File: config.mk
export PLATFORM = sky130hd
export DESIGN_NAME = result_quantizer_flat
export DESIGN_NICKNAME = d
export VERILOG_FILES = /design/src/rtl/fabric_pkg.sv /design/src/rtl/result_quantizer_if.sv /design/src/rtl/pt5_packer.sv /design/src/rtl/result_quantizer.sv /design/src/flat_wrapper.sv
export SDC_FILE = /design/constraint.sdc
export NUM_CORES = 1
export LEC_CHECK = 0
export ABC_AREA = 1
export CORE_MARGIN = 5
export CORE_UTILIZATION = 25
export DETAILED_ROUTE_END_ITERATION = 6
export GPL_TIMING_DRIVEN = 0
export PLACE_DENSITY_LB_ADDON = 0.2
export REMOVE_ABC_BUFFERS = 1
export SYNTH_ARGS = -nofsm -noshare
export SYNTH_HDL_FRONTEND = slang
export SYNTH_SLANG_ARGS = --single-unit
File: constraint.sdc
create_clock -name clk -period 5.1 [get_ports clk]
set_input_delay 0.51 -clock clk [delete_from_list [all_inputs] [get_ports clk]]
set_output_delay 0.51 -clock clk [all_outputs]
set_load 0.03 [all_outputs]
File: src/rtl/fabric_pkg.sv
// Shared definitions for the trit writeback path: trit codes, PT-5 geometry
// and the quantizer FSM state encoding.
package fabric_pkg;
  localparam logic [1:0] TRIT_ZERO = 2'b00;
  localparam logic [1:0] TRIT_POS  = 2'b01;
  localparam logic [1:0] TRIT_NEG  = 2'b10;

  localparam int TRITS_PER_BYTE = 5;
  localparam int BYTES_PER_WORD = 3;
  localparam int TRITS_PER_WORD = TRITS_PER_BYTE * BYTES_PER_WORD;

  typedef enum logic [1:0] {
    ST_IDLE = 2'd0,
    ST_PACK = 2'd1,
    ST_EMIT = 2'd2,
    ST_DONE = 2'd3
  } state_t;
endpackage

File: src/rtl/result_quantizer_if.sv
// Valid/ready word port from the quantizer to the SRAM write side.
interface result_quantizer_if #(parameter int ADDR_WIDTH = 12);
  logic                  wb_valid;
  logic                  wb_ready;
  logic [ADDR_WIDTH-1:0] wb_addr;
  logic [23:0]           wb_data;

  modport master (output wb_valid, output wb_addr, output wb_data, input  wb_ready);
  modport slave  (input  wb_valid, input  wb_addr, input  wb_data, output wb_ready);
endinterface

File: src/rtl/pt5_packer.sv
// Combinational PT-5 packer: five trit codes to one base-3 byte, digit = trit+1.
module pt5_packer
  import fabric_pkg::*;
(
  input  logic [TRITS_PER_BYTE-1:0][1:0] trits_i,
  output logic [7:0]                     byte_o
);
  logic [7:0] sum, w, d;

  always_comb begin
    sum = '0;
    w   = 8'd1;
    d   = 8'd1;
    for (int j = 0; j < TRITS_PER_BYTE; j++) begin
      case (trits_i[j])
        TRIT_POS: d = 8'd2;
        TRIT_NEG: d = 8'd0;
        default:  d = 8'd1;
      endcase
      sum = sum + d * w;
      w   = w * 8'd3;
    end
  end

  assign byte_o = sum;
endmodule

File: src/rtl/result_quantizer.sv
// Snapshot accumulators on start, quantize to trits, pack PT-5 and stream 24-bit words.
// Optional QUANT_STATS_EN adds nz_count, the nonzero-trit count of the last operation.
module result_quantizer
  import fabric_pkg::*;
#(
  parameter int LANES      = 15,
  parameter int ACC_WIDTH  = 32,
  parameter int ADDR_WIDTH = 12
) (
  input  logic                       clk,
  input  logic                       reset_n,
  input  logic                       start,
  input  logic [LANES*ACC_WIDTH-1:0] acc_in,
  input  logic [ACC_WIDTH-1:0]       threshold,
  input  logic [ADDR_WIDTH-1:0]      base_addr,
  result_quantizer_if.master         wb,
  output logic                       busy,
  output logic                       done
`ifdef QUANT_STATS_EN
  ,output logic [15:0]               nz_count
`endif
);
  localparam int WORDS  = (LANES + TRITS_PER_WORD - 1) / TRITS_PER_WORD;
  localparam int NBITS  = WORDS * TRITS_PER_WORD * 2;
  localparam int WIDX_W = (WORDS > 1) ? $clog2(WORDS) : 1;
  localparam int OFF_W  = $clog2(NBITS);

  logic [NBITS-1:0]      qtrit, trit_q, trit_d;
  state_t                state_q, state_d;
  logic [WIDX_W-1:0]     word_q, word_d;
  logic [1:0]            byte_q, byte_d;
  logic [ADDR_WIDTH-1:0] base_q, base_d;
  logic [23:0]           data_q, data_d;
  logic [OFF_W-1:0]      pk_off;
  logic [2*TRITS_PER_BYTE-1:0] pk_trits;
  logic [7:0]            pk_byte;

  // Quantizing at capture time keeps only 2 bits per lane instead of the full accumulator.
  for (genvar i = 0; i < WORDS*TRITS_PER_WORD; i++) begin : g_lane
    if (i < LANES) begin : g_q
      logic signed [ACC_WIDTH:0] a, t;
      assign a = {acc_in[i*ACC_WIDTH + ACC_WIDTH - 1], acc_in[i*ACC_WIDTH +: ACC_WIDTH]};
      assign t = {1'b0, threshold};
      assign qtrit[2*i +: 2] = (a > t) ? TRIT_POS : (a < -t) ? TRIT_NEG : TRIT_ZERO;
    end else begin : g_pad
      assign qtrit[2*i +: 2] = TRIT_ZERO;
    end
  end

  assign pk_off   = OFF_W'(32'(word_q) * 2 * TRITS_PER_WORD + 32'(byte_q) * 2 * TRITS_PER_BYTE);
  assign pk_trits = trit_q[pk_off +: 2*TRITS_PER_BYTE];

  pt5_packer u_pack (.trits_i(pk_trits), .byte_o(pk_byte));

  always_comb begin
    state_d = state_q;
    word_d  = word_q;
    byte_d  = byte_q;
    base_d  = base_q;
    data_d  = data_q;
    trit_d  = trit_q;
    case (state_q)
      ST_IDLE: if (start) begin
        trit_d  = qtrit;
        base_d  = base_addr;
        word_d  = '0;
        byte_d  = '0;
        state_d = ST_PACK;
      end
      ST_PACK: begin
        data_d[{byte_q, 3'b000} +: 8] = pk_byte;
        byte_d = byte_q + 2'd1;
        if (byte_q == 2'd2) begin
          byte_d  = '0;
          state_d = ST_EMIT;
        end
      end
      ST_EMIT: if (wb.wb_ready) begin
        if (word_q == WIDX_W'(WORDS - 1)) state_d = ST_DONE;
        else begin
          word_d  = word_q + 1'b1;
          state_d = ST_PACK;
        end
      end
      default: state_d = ST_IDLE;
    endcase
  end

  always_ff @(posedge clk or negedge reset_n) begin
    if (!reset_n) begin
      state_q <= ST_IDLE;
      word_q  <= '0;
      byte_q  <= '0;
      base_q  <= '0;
      data_q  <= '0;
      trit_q  <= '0;
    end else begin
      state_q <= state_d;
      word_q  <= word_d;
      byte_q  <= byte_d;
      base_q  <= base_d;
      data_q  <= data_d;
      trit_q  <= trit_d;
    end
  end

  assign wb.wb_valid = (state_q == ST_EMIT);
  assign wb.wb_addr  = base_q + ADDR_WIDTH'(word_q);
  assign wb.wb_data  = data_q;
  assign busy        = (state_q != ST_IDLE);
  assign done        = (state_q == ST_DONE);

`ifdef QUANT_STATS_EN
  logic [15:0] nz_q;
  logic [2:0]  pk_nz;

  always_comb begin
    pk_nz = '0;
    for (int j = 0; j < TRITS_PER_BYTE; j++)
      if (pk_trits[2*j +: 2] != TRIT_ZERO) pk_nz = pk_nz + 3'd1;
  end

  always_ff @(posedge clk or negedge reset_n) begin
    if (!reset_n)                            nz_q <= '0;
    else if (state_q == ST_IDLE && start)    nz_q <= '0;
    else if (state_q == ST_PACK)             nz_q <= nz_q + 16'(pk_nz);
  end

  assign nz_count = nz_q;
`endif
endmodule
File: src/flat_wrapper.sv
// flat-port wrapper written by rule: the top's interface ports become plain ports
module result_quantizer_flat import fabric_pkg::*;
#(
  parameter int LANES      = 15,
  parameter int ACC_WIDTH  = 32,
  parameter int ADDR_WIDTH = 12
)
  (clk, reset_n, start, acc_in, threshold, base_addr, busy, done, wb_wb_valid, wb_wb_addr, wb_wb_data, wb_wb_ready);
  result_quantizer_if #(.ADDR_WIDTH(ADDR_WIDTH)) wb_i ();
  input  logic clk;
  input  logic reset_n;
  input  logic start;
  input  logic [LANES*ACC_WIDTH-1:0] acc_in;
  input  logic [ACC_WIDTH-1:0] threshold;
  input  logic [ADDR_WIDTH-1:0] base_addr;
  output logic busy;
  output logic done;
  output wire logic [$bits(wb_i.wb_valid)-1:0] wb_wb_valid;
  output wire logic [$bits(wb_i.wb_addr)-1:0] wb_wb_addr;
  output wire logic [$bits(wb_i.wb_data)-1:0] wb_wb_data;
  input wire logic [$bits(wb_i.wb_ready)-1:0] wb_wb_ready;
  assign wb_wb_valid = wb_i.wb_valid;
  assign wb_wb_addr = wb_i.wb_addr;
  assign wb_wb_data = wb_i.wb_data;
  assign wb_i.wb_ready = wb_wb_ready;
  result_quantizer #(.LANES(LANES), .ACC_WIDTH(ACC_WIDTH), .ADDR_WIDTH(ADDR_WIDTH)) u_core (.clk(clk), .reset_n(reset_n), .start(start), .acc_in(acc_in), .threshold(threshold), .base_addr(base_addr), .wb(wb_i), .busy(busy), .done(done));
endmodule
**Yosys cells after proc, flatten, opt, wreduce, memory -nomap -nowiden**

Index checks and enable logic that the tools add are counted.

- Add/sub/neg operators: 10
- Multipliers: 6
- Divide/modulo/power cells: 0
- Magnitude comparators: 30
- Equal/unequal tests: 17
- Shift-type cells: 3
- Multiplexer cells: 48
- Bitwise gates (word level): 0
- Reduce and logical (&&, ||, !) cells: 8

Operator list:

| cell | count |
|---|---|
| $gt A32 B33 Y1 | 15 |
| $lt A32 B33 Y1 | 15 |
| $mux W2 | 36 |
| $neg A32 Y33 | 1 |
| $add A8 B8 Y8 | 4 |
| $shiftx A30 B6 Y10 | 1 |
| $bwmux W24 | 1 |
| $pmux W2 S2 | 6 |
| $shift A8 B7 Y24 const A | 1 |
| $shiftx A8 B7 Y24 | 1 |
| $eq A2 B2 Y1 const B | 8 |
| $add A12 B1 Y12 | 1 |
| $eq A2 B1 Y1 const B | 6 |
| $mul A8 B2 Y8 const B | 1 |
| $mul A8 B4 Y8 const B | 1 |
| $mul A8 B5 Y8 const B | 1 |
| $mul A8 B7 Y8 const B | 1 |
| $neg A5 Y7 | 1 |
| $pmux W2 S3 | 1 |
| $reduce_and A3 Y1 | 2 |
| $reduce_bool A2 Y1 | 3 |
| $add A5 B5 Y5 | 1 |
| $mul A1 B4 Y4 const B | 1 |
| $mul A2 B3 Y4 const B | 1 |
| other kinds (8) | 12 |

- Bits in registers: 71
- Bits in latches: 0
- RAM bits: 0
- Memory bits (read-only): 0
- Bits of input ports: 528
- Word-level logic and storage cells: 128
- Memories: 0

**Logic depth before layout (Yosys ltp)**

Gate-level depths: netlist of the first run.

- Depth after elaboration: 12
- Depth in mapped cells: 26
- Gate-level depth less buffers: 24

**Cells and area by module**

From an unflattened synthesis of the first run, not the netlist that was laid out.

- Cell total of the unflattened synthesis: 3753
- Area total of the unflattened synthesis: 26639.3 µm²

By module, submodules not included:

| module | instances | cells an instance | area an instance (µm²) | sequential area each (µm²) |
|---|---|---|---|---|
| result_quantizer | 1 | 3658 | 25838.5 | 1751.7 |
| pt5_packer | 1 | 95 | 800.8 | 0.0 |

**Worst setup path before layout of the first run**

No wires, ideal clock.

- Path type: register -> register
- Start: register u_core.byte_q[1]
- End: register u_core.data_q[22], in the netlist u_core.wb.wb_data[22]
- Library setup time: 0.084 ns
- Arrival time: 4.510 ns
- Required time: 5.016 ns
- Setup slack: 0.507 ns
- Cell stages (with the launch flop): 21
- Path buffers: 1
- Clock period less this slack: 4.593 ns
- Cell sequence: dfrtp_1 buf_2 clkinv_1 nor2_2 inv_1 o21ai_0 inv_1 ha_1 ha_1 ha_1 a21oi_1 fa_1 fa_1 inv_1 ha_1 inv_1 fa_1 o221ai_1 xor2_1 nand2_1 o21ai_0

- Word-level cells in the longest chain between the ends: 12
- Elaborated cells on any way between the ends: 30
- Classes of those cells: add/sub: 6; mul: 5; eq/ne: 10; shift: 3; mux: 6

Ends and longest elaborated chain:

| what | RTL line | source |
|---|---|---|
| start, declared | result_quantizer.sv:31 | `logic [1:0] byte_q, byte_d;` |
| start signal, assigned | result_quantizer.sv:100 | `byte_q <= byte_d;` |
| $mul A2 B3 Y4 | result_quantizer.sv:50 | `assign pk_off = OFF_W'(32'(word_q) * 2 * TRITS_PER_WORD + 32'(byte_q) * 2 * TRITS_PER_BYTE);` |
| $add A5 B5 Y5 | result_quantizer.sv:50 |  |
| $shiftx A30 B6 Y10 | result_quantizer.sv:51 | `assign pk_trits = trit_q[pk_off +: 2*TRITS_PER_BYTE];` |
| $eq A2 B2 Y1 or $eq A2 B1 Y1 (tied branches) | pt5_packer.sv:15 | `case (trits_i[j])` |
| $pmux W2 S2 | pt5_packer.sv:15 |  |
| $mul A8 B2 Y8 | pt5_packer.sv:20 | `sum = sum + d * w;` |
| $add A8 B8 Y8 (4 in a row) | pt5_packer.sv:20 |  |
| $shiftx A8 B7 Y24 | result_quantizer.sv:71 | `data_d[{byte_q, 3'b000} +: 8] = pk_byte;` |
| $bwmux W24 * | result_quantizer.sv:71 |  |
| end signal, assigned | result_quantizer.sv:102 | `data_q <= data_d;` |
| end, declared | result_quantizer.sv:33 | `logic [23:0] data_q, data_d;` |

Mark *: on every way between the ends. The rest lies on a longest branch, timed or not.
A chain may end at the register's enable or synchronous reset.

**Final worst setup path of the first run**

- Start: register u_core.byte_q[1]
- End: register u_core.data_q[14], in the netlist u_core.wb.wb_data[14]

Same word-level chain as after synthesis.

==> results, run 1 <==
- The ratio of final minimum period to clock period is around 96%.
- The fraction of the mapped netlist area in compound gates is 12.7%.
- The number of global-route vias before repair is 29,381.
- After synthesis, the share of cell area in mux cells is 0%.
- The peak per-stage delay on the critical path is roughly 0.48 ns.
- The maximum number of pins on one net before global-route repair is 62.
- The clock-pin slew reported for the worst setup and hold paths after clock tree synthesis is 0.06 ns.
- The wire length of the first global-routing pass is about 200 mm.
- In this run the most critical hold path is launched from u_core.base_q[5]$_DFFE_PN0P_.
- STA puts the critical path data required time at 5.36 ns.
- The worst-case IR drop observed on VDD is 1.03 mV.
- The total number of vias is 30,142.
- The total wirelength of the detailed-routed design is 143 mm.
- The starting density of the core is 25.2%.
- Setup slack on the critical path of the routed design comes to 0.217 ns.
- The leakage power figure is about 0.019 uW.
- The hold violation count in the final report is 0.
- The height of the die is 344 um.
- The kind of start point of the critical path is a flop.
- Of all nets on the critical path, the largest fanout is 12.
- Global routing used 23.2% of the available tracks.
- The cell depth of the worst hold path is 2.
- The kind of path behind the tightest hold check is flop to flop.
- No sink is reached through more buffers than the 2 on the longest clock path.
- The instance area after placement is 0.0363 mm2.
- The count of port buffers added during placement is 566.
- The critical path is of the flop to flop type.
- CTS saw 70 sinks.
- Cells with a size suffix above 1 make up under 10% of the layout.
- The worst endpoint data arrival time is 5.14 ns.
- For hold timing, the worst endpoint is u_core.base_q[5]$_DFFE_PN0P_.
- The remaining routing DRC violations is 0.
- Based on the critical path, the design can be clocked at up to between 200 and 250 MHz.
- Among all flip-flop cells after synthesis, the most frequent one is sky130_fd_sc_hd__dfrtp_1.
- The area of the die is 0.118 mm2.
- The overflow left after global routing is 0.
- The number of synthesized flops with an enable pin is 0.
- The startpoint of the worst-slack reg-to-reg timing path is u_core.byte_q[1]$_DFFE_PN0P_.
- The most crowded layer after global routing is met2.
- The number of DRC markers after the initial detailed-route iteration is 1,650.
- The most repeated library cell on the critical path is sky130_fd_sc_hd__ha_1.
- The run finished with clean final reports.
- The number of iterations in the first detailed-routing pass is 6.
- The adder and majority gate portion of the synthesized area is 46.0%.
- Sorting the synthesized cells by area gives the leading types as sky130_fd_sc_hd__ha_1, sky130_fd_sc_hd__nand2_1, sky130_fd_sc_hd__a21oi_1.
- The met1 global-route usage is 29.1%.
- In the synthesized netlist the async set-or-reset flop fraction comes to 100%.
- Across the run, the number of max-cap violations was 0.
- The congestion estimate from routability-driven global placement came to 0.888.
- The number of antenna violations at the first check in global routing is 54.
- The H-tree generated during clock tree synthesis spans 3 levels.
- The total power density per cell area is about 280 mW/mm2.
- Setup total negative slack on the finished layout was measured at 0 ns.
- The placeable core region is 0.111 mm2.
- Pin placement for this block handled around 570 I/O pins.
- The most common library cell in the layout ignoring fill and taps is sky130_fd_sc_hd__nand2_1.
- The area share of the largest cell type after synthesis is approximately 45%.
- Detailed placement finished with a half-perimeter wire length of 119 mm.
- The number of inserted filler cells in the final layout is 12,097.
- The kind of cell with the highest combined delay along the critical path is adder cells.
- STA classifies the critical path endpoint as a flop.
- A synthesized cell averages 6.68 um2.
- Setup violations remaining at the end of the flow were counted as 0.
- The clock insertion delay at the later pin of the skew report is 0.35 ns.
- Relative to the synthesized area, the layout overhead comes to 32.5%.
- The sequential element share of the synthesized area is 6.27%.
- The cell sitting at the root of the clock tree is a sky130_fd_sc_hd__clkbuf_16.
- Counting the buffers created by CTS gives 9.
- The slowest cell on the critical path is sky130_fd_sc_hd__fa_1.
- The area share of and/or/nand/nor cells after synthesis is 28.1%.
- The worst register-to-register path has a depth of 18.
- The number of register bits inferred by synthesis is 70.
- The count of nets left with antenna violations once routing finished came out at 0.
- OpenSTA, run right after detailed placement, puts the worst setup slack at -1.49 ns.
- The met3 track utilization from global routing is 3.72%.
- The dominant combinational cell family by area after synthesis is adder cells.
- Yosys printed 0 warnings.
- The horizontal extent of the die is 344 um.
- The total standard cell area after synthesis is 0.0279 mm2.
- Cells fill 33.4% of the core in the end.
- The number of pins exceeding their max-slew limit in the final report came to 0.
- The final routed wire length divided by cell count is 22.7 um.
- For the pin with the worst max-slew slack, the measured transition is 1.40 ns.
- Walking the worst path, the cells encountered are clkinv_4 -> nor2_4 -> inv_1 -> o21ai_1 -> ha_1 -> ha_1 -> ha_1 -> a21oi_1 -> fa_1 -> fa_1 -> inv_1 -> ha_1 -> inv_1 -> fa_1 -> o221ai_1 -> xor2_1 -> nand2_1 -> o21ai_0.
- The top cell types in the final layout, fill and taps aside, are sky130_fd_sc_hd__nand2_1, sky130_fd_sc_hd__ha_1, sky130_fd_sc_hd__clkdlybuf4s50_1.
- The number of instances in the synthesized netlist is 4,178.
- In this run the tightest slew margin relative to its limit is 6.67%.
- In the final design database the tool counted 6,335 nets.
- The number of cell rows is approximately 120.
- The time the final worst path needs with I/O delays and setup is 4.88 ns.
- The internal reg-to-reg setup slack is ~0.22 ns.
- The endpoint identified for the worst register-to-register timing path is u_core.wb.wb_data[14]$_DFFE_PN0P_.
- The distinct cell type count of the synthesized netlist is 46.
- sky130_fd_sc_hd__ha_1 takes more of the synthesized area than any other cell.
- The total power after layout is 10,400 uW.
- The count of buffering cells on the critical path with inverters included is 4.
- The post-route standard cell area excluding fillers is roughly 0.037 mm2.
- On the final layout, the worst clock skew is 0.00904 ns.
- In the routed layout, each cell is associated on average with a via count of between 4 and 5.
- The clock tree from TritonCTS is built.
- The synthesized netlist devotes 0.784% of its cell area to XOR and XNOR gates.
- The met2 usage in global routing is 39.7%.
worst max-delay path by stage:
| stage | depth (start not counted) | endpoint | slack, ns | startpoint |
|---|---|---|---|---|
| detailed placement | 22 | u_core.trit_q[27]$_DFFE_PN0P_ | -1.49 | threshold[1] |
| floorplan | 19 | u_core.wb.wb_data[22]$_DFFE_PN0P_ | 0.51 | u_core.byte_q[1]$_DFFE_PN0P_ |
| global route | 20 | u_core.wb.wb_data[14]$_DFFE_PN0P_ | -0.02 | u_core.byte_q[1]$_DFFE_PN0P_ |
| global placement | 20 | u_core.trit_q[9]$_DFFE_PN0P_ | -3.23 | threshold[0] |
| CTS | 21 | u_core.trit_q[23]$_DFFE_PN0P_ | 0.01 | threshold[8] |
| finish | 18 | u_core.wb.wb_data[14]$_DFFE_PN0P_ | 0.22 | u_core.byte_q[1]$_DFFE_PN0P_ |
worst register-to-register path, cell delays in order, from the launching register on:
cell and delay, ns:
sky130_fd_sc_hd__dfrtp_2 0.41, sky130_fd_sc_hd__clkinv_4 0.15, sky130_fd_sc_hd__nor2_4 0.19, sky130_fd_sc_hd__inv_1 0.16
sky130_fd_sc_hd__o21ai_1 0.36, sky130_fd_sc_hd__ha_1 0.37, sky130_fd_sc_hd__ha_1 0.35, sky130_fd_sc_hd__ha_1 0.20
sky130_fd_sc_hd__a21oi_1 0.19, sky130_fd_sc_hd__fa_1 0.48, sky130_fd_sc_hd__fa_1 0.44, sky130_fd_sc_hd__inv_1 0.06
sky130_fd_sc_hd__ha_1 0.15, sky130_fd_sc_hd__inv_1 0.05, sky130_fd_sc_hd__fa_1 0.40, sky130_fd_sc_hd__o221ai_1 0.26
sky130_fd_sc_hd__xor2_1 0.27, sky130_fd_sc_hd__nand2_1 0.14, sky130_fd_sc_hd__o21ai_0 0.18
state kept, by name (all words and copies together), names as in the netlist:
register and flops:
u_core.state_q 2, u_core.byte_q 2, u_core.wb.wb_data 24, u_core.trit_q 30, u_core.base_q 12
synth_stat cells (20+ instances only):
cell,n
sky130_fd_sc_hd__nand2_1,1296
sky130_fd_sc_hd__ha_1,1013
sky130_fd_sc_hd__inv_1,437
sky130_fd_sc_hd__nor2_1,425
sky130_fd_sc_hd__a21oi_1,411
sky130_fd_sc_hd__o21ai_0,149
sky130_fd_sc_hd__nand3_1,85
sky130_fd_sc_hd__nand4_1,72
sky130_fd_sc_hd__dfrtp_1,70
sky130_fd_sc_hd__a21o_1,45
sky130_fd_sc_hd__nor3_1,25
sky130_fd_sc_hd__xor2_1,22
sky130_fd_sc_hd__o21a_1,20
logic make-up after synthesis:
family / Yosys count
AND/OR/NAND/NOR: 1951
adder cells (fa/ha/maj): 1022
AO/OA/AOI/OAI: 657
buffers and inverters: 453
flip-flops: 70
XOR/XNOR: 25
routing by layer:
| layer | wire, um | vias to the layer above | part of all wire [%] |
|---|---|---|---|
| met1 | 62700 | 13656 | 44 |
| met5 | 159 | - | 0.11 |
| met4 | 6270 | 24 | 4.4 |
| met3 | 7760 | 190 | 5.4 |
| li1 | - | 15409 | - |
| met2 | 66300 | 863 | 46 |
power by group:
group / switching [uW] / internal [uW] / total [uW]
sequential: 169 / 794 / 963
clock: 279 / 380 / 660
combinational: 5190 / 3620 / 8810
total: 5640 / 4800 / 10400
final cells by class:
class / count / area, um2 / area share, %
Antenna cell: 37 / 92.6 / 0.250
Clock buffer: 9 / 225 / 0.609
Clock inverter: 7 / 72.6 / 0.196
Inverter: 441 / 1690 / 4.57
Multi-Input combinational cell: 3655 / 24900 / 67.3
Sequential cell: 70 / 1760 / 4.75
Tap cell: 1488 / 1860 / 5.03
Timing Repair Buffer: 607 / 6370 / 17.2
Timing Repair inverter: 1 / 7.51 / 0.0203
through the flow:
stage / hold slack, ns / std cells
after floorplan: 0.214 / 4166
after detailed placement: 0.359 / 6241
after CTS: 0.482 / 6265
final: 0.478 / 6315
after global placement: 0.463 / 6220
after global routing: 0.508 / 6296
what timing repair did:
action                                  4_1_cts  5_1_grt
endpoints found under the setup margin       30       21
hold buffers                                  1        0
pin swaps                                     0        5
setup buffers                                 7       12
endpoints found under the hold margin         9        0
cloned                                        0        1
resized for setup                            25       23
Note: power is estimated with default switching activity, not from simulation.
==> run 2: changes to the inputs <==
Settings changed: HOLD_SLACK_MARGIN set to 0.05, SKIP_LAST_GASP set to 1.
==> run 2 against run 1 <==
Against the previous run: sequential power is essentially flat; highest routed layer unchanged; cell area barely moved; largest cell class unchanged; via count is essentially flat; die area unchanged; register-to-register slack is essentially flat; setup slack improved by 0.0049 ns; critical path depth unchanged; cell count is the same.
==> results, run 2 (same netlist as run 1, synthesis figures left out) <==
- The peak supply drop is 1.02 mV.
- The post-synthesis to final-layout area growth is 32.5%.
- The count of cells along the worst register-to-register path is 18.
- At the later pin of the worst-skew pair, clock insertion delay measures 0.35 ns.
- Global routing used between 20% and 30% of the available met1 tracks.
- Hold is met by 0.478 ns.
- Entering global routing, the biggest net connects 62 pins.
- The total power density per cell area is 283 mW/mm2.
- The clock tree from TritonCTS is built.
- The pre-antenna-repair detailed-routing pass consisted of 6 iterations.
- The die covers 0.118 mm2.
- Across the run, the number of max-cap violations was 0.
- Setup violations remaining at the end of the flow were counted as 0.
- The total wirelength of the detailed-routed design is 143 mm.
- The utilization after layout is 33.4%.
- The count of port buffers added during placement is 566.
- The transition at the pin with the smallest max-transition slack is 1.40 ns.
- The wire length of the first global-routing pass is between 150 and 200 mm.
- Dividing the final minimum period by the clock period gives 95.7%.
- The smallest clock period supported by the final layout is computed as between 4 and 5 ns.
- The number of inserted filler cells in the final layout is 12,096.
- Setup repair after global routing could not meet its margin everywhere.
- The routability-driven placement congestion ratio is 0.888.
- The layer flagged by global routing as most heavily used is met2.
- In this run the worst hold path is classified as flop to flop.
- The number of pins exceeding their max-slew limit in the final report came to 0.
- In this run the standard cell core region covers 0.111 mm2.
- Dividing the detail-routed via count by the number of cells gives 4.77.
- The achievable frequency is slightly above 200 MHz.
- In the final layout, the share of cells above drive strength 1 is 2.80%.
- The clock root buffer is sky130_fd_sc_hd__clkbuf_16.
- At the worst endpoint, the arrival time is 5.14 ns.
- The maximum root-to-sink buffer count is 2.
- Clock-pin slew was measured on the worst setup and hold paths at 0.06 ns.
- The number of cell rows is about 120.
- The number of flip-flops in the largest register is 30.
- The remaining routing DRC violations is 0.
- The critical path crosses 18 cells after its start point.
- The signal on the critical path passes through clkinv_4 -> nor2_4 -> inv_1 -> o21ai_1 -> ha_1 -> ha_1 -> ha_1 -> a21oi_1 -> fa_1 -> fa_1 -> inv_1 -> ha_1 -> inv_1 -> fa_1 -> o221ai_1 -> xor2_1 -> nand2_1 -> o21ai_0.
- The most repeated library cell on the critical path is sky130_fd_sc_hd__ha_1.
- The number of I/O pins is 567.
- The flow ran to the end, and the final reports show no timing, DRC or antenna violations.
- The number of antenna violations at the first check in global routing is 54.
- The critical path endpoint is u_core.wb.wb_data[14]$_DFFE_PN0P_.
- The worst slew margin relative to its limit is 6.67%.
- The startpoint identified for the worst register-to-register timing path is u_core.byte_q[1]$_DFFE_PN0P_.
- In this run, CTS created clock tree buffers numbering 9.
- The maximum level of the CTS H-tree is 3.
- The count of buffering cells on the critical path with inverters included is 4.
- For the final database, setup skew stands at 0.00881 ns.
- On the worst path, the slowest cell contributes a delay of 0.48 ns.
- The endpoint required time on the critical path is 5.36 ns.
- The hold violation count in the final report came to 0.
- After detailed routing, the average wire length per cell comes to 22.7 um.
- In the final design database the tool counted 6,335 nets.
- For this run the aggregate overflow at the end of global routing stands at 0.
- The worst setup path is launched from a flop.
- The critical path is of the flop to flop type.
- The endpoint kind of the worst setup timing path is a flop.
- The number of global-route vias before repair is 29,381.
- The worst register-to-register path has a setup slack of 0.22 ns.
- u_core.trit_q holds more flip-flops than any other register.
- The first routing iteration left 1,652 violations.
- The start point of the critical path is u_core.byte_q[1]$_DFFE_PN0P_.
- The total routing resource utilization after global routing is a little under a quarter.
- The most common library cell in the layout ignoring fill and taps is sky130_fd_sc_hd__nand2_1.
- The height of the die is ~340 um.
- For this design the static power due to leakage is 0.0191 uW.
- Along the worst path, the maximum fanout reaches 12.
- On the critical path the largest part of the delay comes from adder cells.
- The count of nets left with antenna violations once routing finished came out at 0.
- The setup TNS after final layout is 0 ns.
- Global routing used 3.72% of the available met3 tracks.
- The met2 usage in global routing is 39.7%.
- The slowest cell on the critical path is sky130_fd_sc_hd__fa_1.
- The clock sink count is 70.
- For this configuration, the core starts out at a cell density of 25.2%.
- The horizontal extent of the die is 344 um.
- Leaving out fill and tap cells, the most frequent cells in the layout are sky130_fd_sc_hd__nand2_1, sky130_fd_sc_hd__ha_1, sky130_fd_sc_hd__clkdlybuf4s50_1.
- The total number of vias is 30,138.
- Summed over all nets, the half-perimeter wirelength after detailed placement is roughly 120 mm.
- The capture instance of the worst register-to-register path is u_core.wb.wb_data[14]$_DFFE_PN0P_.
==> run 2: timing repair <==
item | in CTS | in global routing
hold endpoints to repair | 9 | 0
pin swaps | 0 | 5
setup buffers | 7 | 12
gates cloned | 0 | 1
gates resized for setup | 25 | 22
hold buffers | 1 | 0
setup endpoints to repair | 30 | 21
==> run 2: worst min-delay path by stage <==
stage / startpoint / endpoint / slack, ns / depth (start not counted)
final: u_core.base_q[5]$_DFFE_PN0P_ / u_core.base_q[5]$_DFFE_PN0P_ / 0.48 / 2
after global routing: u_core.trit_q[7]$_DFFE_PN0P_ / u_core.trit_q[7]$_DFFE_PN0P_ / 0.51 / 2
after CTS: u_core.trit_q[19]$_DFFE_PN0P_ / u_core.trit_q[19]$_DFFE_PN0P_ / 0.48 / 2
after detailed placement: reset_n / u_core.base_q[5]$_DFFE_PN0P_ / 0.36 / 1
after global placement: u_core.base_q[4]$_DFFE_PN0P_ / u_core.base_q[4]$_DFFE_PN0P_ / 0.46 / 2
after floorplan: reset_n / u_core.base_q[0]$_DFFE_PN0P_ / 0.21 / 0
==> run 2: through the flow <==
step,setup WS (ns),instances,instance area (um2),power (uW)
floorplan,0.507,4166,27900,6390
global placement,-3.23,6220,35400,9420
detailed placement,-1.49,6241,36300,9550
CTS,0.0135,6265,36700,10300
global route,-0.0251,6296,37000,11800
finish,0.222,6315,37000,10500
==> run 2: area by class of cell <==
type / count / area, um2 / area share (%)
flip-flops and latches: 70 / 1760 / 4.75
clock inverters: 7 / 72.6 / 0.196
inverters: 441 / 1690 / 4.57
well taps: 1488 / 1860 / 5.03
clock buffers: 9 / 225 / 0.609
repair inverters: 1 / 7.51 / 0.0203
repair buffers: 607 / 6370 / 17.2
diodes: 37 / 92.6 / 0.250
multi-input cells: 3655 / 24900 / 67.3
==> run 2: per-layer routing <==
metal | up-vias | part of all wire (%) | routed length, um
met3 | 190 | 5.4 | 7760
met5 | - | 0.11 | 159
met2 | 864 | 46 | 66300
met1 | 13650 | 44 | 62700
li1 | 15410 | - | -
met4 | 24 | 4.4 | 6270
==> run 2: power by group <==
| part | total, uW | internal (uW) | switching, uW | leakage [uW] |
|---|---|---|---|---|
| Sequential | 963 | 794 | 169 | 0.000898 |
| Clock | 659 | 380 | 279 | 0.000142 |
| Combinational | 8830 | 3620 | 5210 | 0.0180 |
==> run 2: worst reg2reg max path: stages, from the launching register on <==
cell                       delay, ns
sky130_fd_sc_hd__dfrtp_2        0.41
sky130_fd_sc_hd__clkinv_4       0.15
sky130_fd_sc_hd__nor2_4         0.19
sky130_fd_sc_hd__inv_1          0.16
sky130_fd_sc_hd__o21ai_1        0.36
sky130_fd_sc_hd__ha_1           0.36
sky130_fd_sc_hd__ha_1           0.35
sky130_fd_sc_hd__ha_1           0.20
sky130_fd_sc_hd__a21oi_1        0.19
sky130_fd_sc_hd__fa_1           0.48
sky130_fd_sc_hd__fa_1           0.44
sky130_fd_sc_hd__inv_1          0.06
sky130_fd_sc_hd__ha_1           0.15
sky130_fd_sc_hd__inv_1          0.05
sky130_fd_sc_hd__fa_1           0.40
sky130_fd_sc_hd__o221ai_1       0.25
sky130_fd_sc_hd__xor2_1         0.27
sky130_fd_sc_hd__nand2_1        0.14
sky130_fd_sc_hd__o21ai_0        0.18
